`src/rtl/instr_fetch.sv`:
```
`default_nettype none
// +--------------------------------------------------------------------------+
// | instr_fetch: PC-driven opcode/immediate fetch with decoder handshake.    |
// | Optional one-instruction prefetch slot: INSTR_FETCH_PREFETCH_EN.        |
// | Revision: 1.0                                                            |
// +--------------------------------------------------------------------------+
module instr_fetch (
  input  logic       i_clk,
  input  logic       i_reset,
  output logic       o_pcNoe,
  output logic       o_pcIncr,
  output logic       o_memRead,
  input  logic [7:0] i_memData,
  input  logic       i_memReady,
  output logic [7:0] o_opcode,
  output logic [7:0] o_imm,
  output logic       o_valid,
  input  logic       i_ready,
  input  logic       i_flush
);

  typedef enum logic [1:0] {
    S_FETCH_OP  = 2'd0,
    S_FETCH_IMM = 2'd1,
    S_HOLD      = 2'd2
  } state_t;

  state_t     state_q, state_d;
  logic [7:0] opcode_q, opcode_d;
  logic [7:0] imm_q, imm_d;
  logic       w_mem_read;
  logic       w_pc_incr;

`ifdef INSTR_FETCH_PREFETCH_EN
  typedef enum logic [1:0] {
    SLOT_EMPTY = 2'd0,
    SLOT_PART  = 2'd1,
    SLOT_FULL  = 2'd2
  } slot_t;

  slot_t      slot_q, slot_d;
  logic [7:0] slot_op_q, slot_op_d;
  logic [7:0] slot_imm_q, slot_imm_d;
`endif

  always_ff @(posedge i_clk) begin
    if (i_reset) begin
      state_q    <= S_FETCH_OP;
      opcode_q   <= 8'h00;
      imm_q      <= 8'h00;
`ifdef INSTR_FETCH_PREFETCH_EN
      slot_q     <= SLOT_EMPTY;
      slot_op_q  <= 8'h00;
      slot_imm_q <= 8'h00;
`endif
    end else begin
      state_q    <= state_d;
      opcode_q   <= opcode_d;
      imm_q      <= imm_d;
`ifdef INSTR_FETCH_PREFETCH_EN
      slot_q     <= slot_d;
      slot_op_q  <= slot_op_d;
      slot_imm_q <= slot_imm_d;
`endif
    end
  end

  always_comb begin
    state_d    = state_q;
    opcode_d   = opcode_q;
    imm_d      = imm_q;
    w_mem_read = 1'b0;
    w_pc_incr  = 1'b0;
`ifdef INSTR_FETCH_PREFETCH_EN
    slot_d     = slot_q;
    slot_op_d  = slot_op_q;
    slot_imm_d = slot_imm_q;
`endif

    case (state_q)
      S_FETCH_OP: begin
        w_mem_read = 1'b1;
        if (i_memReady) begin
          w_pc_incr = 1'b1;
          opcode_d  = i_memData;
          imm_d     = 8'h00;
          state_d   = i_memData[7] ? S_FETCH_IMM : S_HOLD;
        end
      end
      S_FETCH_IMM: begin
        w_mem_read = 1'b1;
        if (i_memReady) begin
          w_pc_incr = 1'b1;
          imm_d     = i_memData;
          state_d   = S_HOLD;
        end
      end
      S_HOLD: begin
`ifdef INSTR_FETCH_PREFETCH_EN
        // Slot is filled first so a same-cycle acceptance sees the byte just read.
        w_mem_read = (slot_q != SLOT_FULL);
        if (w_mem_read && i_memReady) begin
          w_pc_incr = 1'b1;
          if (slot_q == SLOT_EMPTY) begin
            slot_op_d  = i_memData;
            slot_imm_d = 8'h00;
            slot_d     = i_memData[7] ? SLOT_PART : SLOT_FULL;
          end else begin
            slot_imm_d = i_memData;
            slot_d     = SLOT_FULL;
          end
        end
        if (i_ready) begin
          case (slot_d)
            SLOT_FULL: begin
              opcode_d = slot_op_d;
              imm_d    = slot_imm_d;
              slot_d   = SLOT_EMPTY;
            end
            SLOT_PART: begin
              opcode_d = slot_op_d;
              imm_d    = 8'h00;
              slot_d   = SLOT_EMPTY;
              state_d  = S_FETCH_IMM;
            end
            default: state_d = S_FETCH_OP;
          endcase
        end
`else
        if (i_ready) begin
          state_d = S_FETCH_OP;
        end
`endif
      end
      default: state_d = S_FETCH_OP;
    endcase

    // Flush wins over any same-cycle read completion or acceptance.
    if (i_flush) begin
      state_d   = S_FETCH_OP;
      opcode_d  = opcode_q;
      imm_d     = imm_q;
      w_pc_incr = 1'b0;
`ifdef INSTR_FETCH_PREFETCH_EN
      slot_d    = SLOT_EMPTY;
`endif
    end

    if (i_reset) begin
      w_mem_read = 1'b0;
      w_pc_incr  = 1'b0;
    end
  end

  assign o_memRead = w_mem_read;
  assign o_pcNoe   = ~w_mem_read;
  assign o_pcIncr  = w_pc_incr;
  assign o_valid   = (state_q == S_HOLD) && !i_reset;
  assign o_opcode  = opcode_q;
  assign o_imm     = imm_q;

endmodule
`default_nettype wire

```
`config.mk`:
```
export PLATFORM = sky130hd
export DESIGN_NAME = instr_fetch
export DESIGN_NICKNAME = d
export VERILOG_FILES = /design/src/rtl/instr_fetch.sv
export SDC_FILE = /design/constraint.sdc
export NUM_CORES = 1
export LEC_CHECK = 0
export BUFFER_PORTS_ARGS = -buffer_cell sky130_fd_sc_hd__buf_4
export CORE_MARGIN = 2
export CORE_UTILIZATION = 50
export CTS_CLUSTER_SIZE = 24
export DETAILED_ROUTE_END_ITERATION = 10
export GPL_TIMING_DRIVEN = 0
export PLACE_DENSITY = 0.91
export SLEW_MARGIN = 0
export SYNTH_ARGS = -nofsm -noshare
export SYNTH_HDL_FRONTEND = slang
export SYNTH_SLANG_ARGS = --single-unit
```
`constraint.sdc`:
```
create_clock -name i_clk -period 1.55 [get_ports i_clk]
set_input_delay 0.0775 -clock i_clk [delete_from_list [all_inputs] [get_ports i_clk]]
set_output_delay 0.0775 -clock i_clk [all_outputs]
set_load 0.02 [all_outputs]
```
==> impl_summary.txt <==
----------------------------------------------------
[Status]
  Run status ... completed

[Die]
  Die width ... 46.4 um
  Starting utilization of the core area ... 52.6%
  Std-Cell Rows ... 15
  Floorplan Core Area ... 1710 um^2
  Die area ... 2150 um^2
  Die Ht ... 46.4 um
  IO Count ... 33

[Worst setup path]
  Sort of element at the end of the critical path ... output pin
  Ordered list of cells on the worst path ... dlygate4sd3_1 > buf_4 > nor3b_2 > buf_6 > and2_1 > buf_4
  Worst reg2reg path endpoint ... o_imm[2]
  Worst Reg-to-Reg Cells ... 4
  Req. time, crit path ... 1.47 ns
  Crit-path most repeated cell ... sky130_fd_sc_hd__buf_4
  Category of the most critical setup path ... input pin to output pin
  Worst path bufs/invs ... 4
  Largest fanout on the critical path ... 4
  FF-to-FF setup slack ... 0.35 ns
  CP Data Arrival Time ... 1.32 ns
  Sort of element at the start of the critical path ... input pin
  Worst stage delay on the critical path ... 0.53 ns
  Family with the most delay on the worst path ... buffers and inverters
  Slowest cell on the critical path ... sky130_fd_sc_hd__dlygate4sd3_1
  Startpoint of the lowest-slack register-to-register path ... state_q[1]
  Setup crit start ... i_flush

[Timing]
  Worst-Margin Slew ... 0.348 ns
  Clock period minus final worst setup slack ... 1.40 ns
  Worst hold slack after final layout ... 0.0522 ns
  Setup TNS ... 0 ns
  Total count of hold-check failures in the final report ... 0
  Final setup violation count ... 0
  Max frequency ... 0.713 GHz
  Setup Skew ... 0.00403 ns
  Final number of max-transition violations ... 0
  Unrepaired setup endpoints after global routing ... false
  Portion of the clock cycle consumed by the worst path in the final layout ... 90.5%
  Worst rel slew slack ... 76.8%

[Min path]
  Cell depth of the worst hold path ... 3
  Hold worst-path end ... o_opcode[0]
  Class of the worst hold path ... input pin to register
  Worst Min Path Start ... i_memData[0]

[GRT]
  Number of antenna violations at the first check in global routing ... 0
  Number of global-route vias before repair ... 694
  Wire length of the first global-routing pass ... 3210 um
  Gr usage total ... 21.0%
  Pin count of the biggest net entering global routing ... 11
  GR Overflow Total ... 0

[Placed design]
  Post-Place Cell Area ... 1170 um^2
  Gp weighted congestion ... 0.731
  DP HPWL ... 1410 um
  IO buf count ... 32

[Finish]
  Finished layout cell area ... 1230 um^2
  Final Net Count ... 138
  Storage element area ... 360 um^2
  Final antenna diode count ... 0
  End-of-flow core utilization ... 72.1%
  Synth-to-Final Area Change ... 37.0%
  Area of combinational cells with multiple inputs ... 484 um^2
  Number of filler cells placed in the layout ... 147
  Share of layout cells above drive strength 1 ... 39.5%

[Clock network]
  Post-CTS resize count ... 0
  Depth of the CTS H-tree ... 1
  Buffer levels on the longest clock path ... 2
  Later-pin clock latency in the skew report ... 0.29 ns
  Inserted Clock Buffers ... 3
  Root buffer selected by CTS ... sky130_fd_sc_hd__clkbuf_4
  Clock tree from TritonCTS ... yes
  # clock sinks ... 18
  Post-CTS clock slew at the launch and capture registers of the worst setup and hold paths ... 0.10 ns

[Power]
  Power density cells ... 777 nW/um^2
  Maximum ir drop on the vdd rail ... 0.000404 V
  Lkg Pwr ... 0.528 nW
  Total design power ... 0.956 mW

[Synth]
  Most common flop cell mapped by yosys ... sky130_fd_sc_hd__dfxtp_1
  Number of enable flip-flop cells after synthesis ... 0
  Synth cell count leaders ... sky130_fd_sc_hd__nand2b_1, sky130_fd_sc_hd__dfxtp_1, sky130_fd_sc_hd__mux2i_1
  Cell taking the most area after synthesis ... sky130_fd_sc_hd__dfxtp_1
  Async set or reset register ratio after synthesis ... 0%
  Number of nets in the synthesized netlist ... 98
  Cell Area, Synth ... 898 um^2
  Warnings from Yosys ... 0
  Sequential share of the synthesized area ... 40.1%
  Top-area cell type share of the netlist area ... 40.1%
  Most numerous cell in the Yosys netlist ... sky130_fd_sc_hd__nand2b_1
  Syn Area/Cell ... 10.6 um^2
  Leading post-synthesis cells by cell area ... sky130_fd_sc_hd__dfxtp_1, sky130_fd_sc_hd__nand2b_1, sky130_fd_sc_hd__mux2i_1
  Post-synthesis instance total ... 85
  FF+latch count, synth ... 18
  Number of distinct standard cells referenced by the synthesized netlist ... 17

[Route]
  Iteration-0 DRC count of the detailed router ... 9
  Routed wire length ... 1980 um
  Number of vias per cell ... 5.02
  Routed wirelength normalized by instance count ... 13.3 um
  Count of unresolved DRC violations after routing ... 0
  Residual antenna-violating net count after detailed routing ... 0
  Vias ... 748
  Detailed-router iteration count before antenna repair ... 4

[Job]
  Maximum capacitance violations ... 0

----------------------------------------------------
==> area by class of cell <==
| cell class | count | area share, % |
|---|---|---|
| multi-input combinational | 59 | 39.3 |
| sequential | 18 | 29.3 |
| timing repair buffer | 35 | 21.5 |
| buffer | 6 | 3.76 |
| clock buffer | 4 | 2.95 |
| tap | 25 | 2.54 |
| inverter | 2 | 0.610 |
==> power by group <==
part / internal (mW) / leakage [nW] / switching, mW / total [mW]
Combinational: 0.0935 / 0.361 / 0.0820 / 0.175
Clock: 0.143 / 0.0210 / 0.151 / 0.294
Sequential: 0.476 / 0.146 / 0.0101 / 0.487
Total: 0.713 / 0.528 / 0.243 / 0.956
==> flip-flops by register name, summed over array words and instances (netlist names) <==
signal,cells
o_opcode,8
o_imm,8
state_q,2
==> worst max path at each step <==
stage                   to  slack (ns)  depth (start not counted)
5_1_grt           o_pcIncr        0.09                          6
3_3_place_gp   o_opcode[6]        0.47                          3
4_1_cts           o_pcIncr        0.04                          6
3_5_place_dp   o_opcode[5]        0.39                          3
2_1_floorplan   state_q[1]        0.48                          3
6_report          o_pcIncr        0.15                          6
==> metrics by stage <==
| step | setup slack [ns] | std cells |
|---|---|---|
| floorplan | 0.484 | 85 |
| global placement | 0.472 | 142 |
| detailed placement | 0.392 | 142 |
| CTS | 0.0441 | 147 |
| global route | 0.0868 | 149 |
| finish | 0.148 | 149 |
==> logic make-up after synthesis <==
logic type | Yosys count | share of synthesized area [%]
and+or+nand+nor | 41 | 33.3
DFF | 18 | 40.1
muxes | 16 | 17.8
buffers and inverters | 8 | 5.99
AOI/OAI and AO/OA | 2 | 2.79
==> timing repair <==
item	4_1_cts	5_1_grt
endpoints found under the hold margin	1	0
setup endpoints to repair	0	1
hold buffers	1	0
setup buffers	0	2
==> cells in the final DEF, fill, tap and decap left out, drive strengths merged <==
cell / netlist / layout
a32o: 1 / 1
nand3b: 9 / 9
mux2i: 16 / 16
nor3b: 2 / 2
and2: 1 / 1
nor2: 1 / 1
or2: 1 / 1
dfxtp: 18 / 18
buf: 4 / 38
nand2b: 26 / 26
dlygate4sd3: 0 / 1
inv: 2 / 2
clkbuf: 2 / 6
a2111oi: 1 / 1
nor4b: 1 / 1
==> worst min-delay path: stages <==
cell                       delay (ns)
sky130_fd_sc_hd__buf_4           0.11
sky130_fd_sc_hd__nand2b_1        0.06
sky130_fd_sc_hd__mux2i_1         0.06
==> routing by layer <==
metal	track usage (%)	up-vias	wire (um)
met5	0	-	0
met4	3.43	0	10
met3	4.71	2	87
met2	34.4	22	932
met1	28.5	359	952
li1	-	365	-
Power figures use the tool's default switching activity.
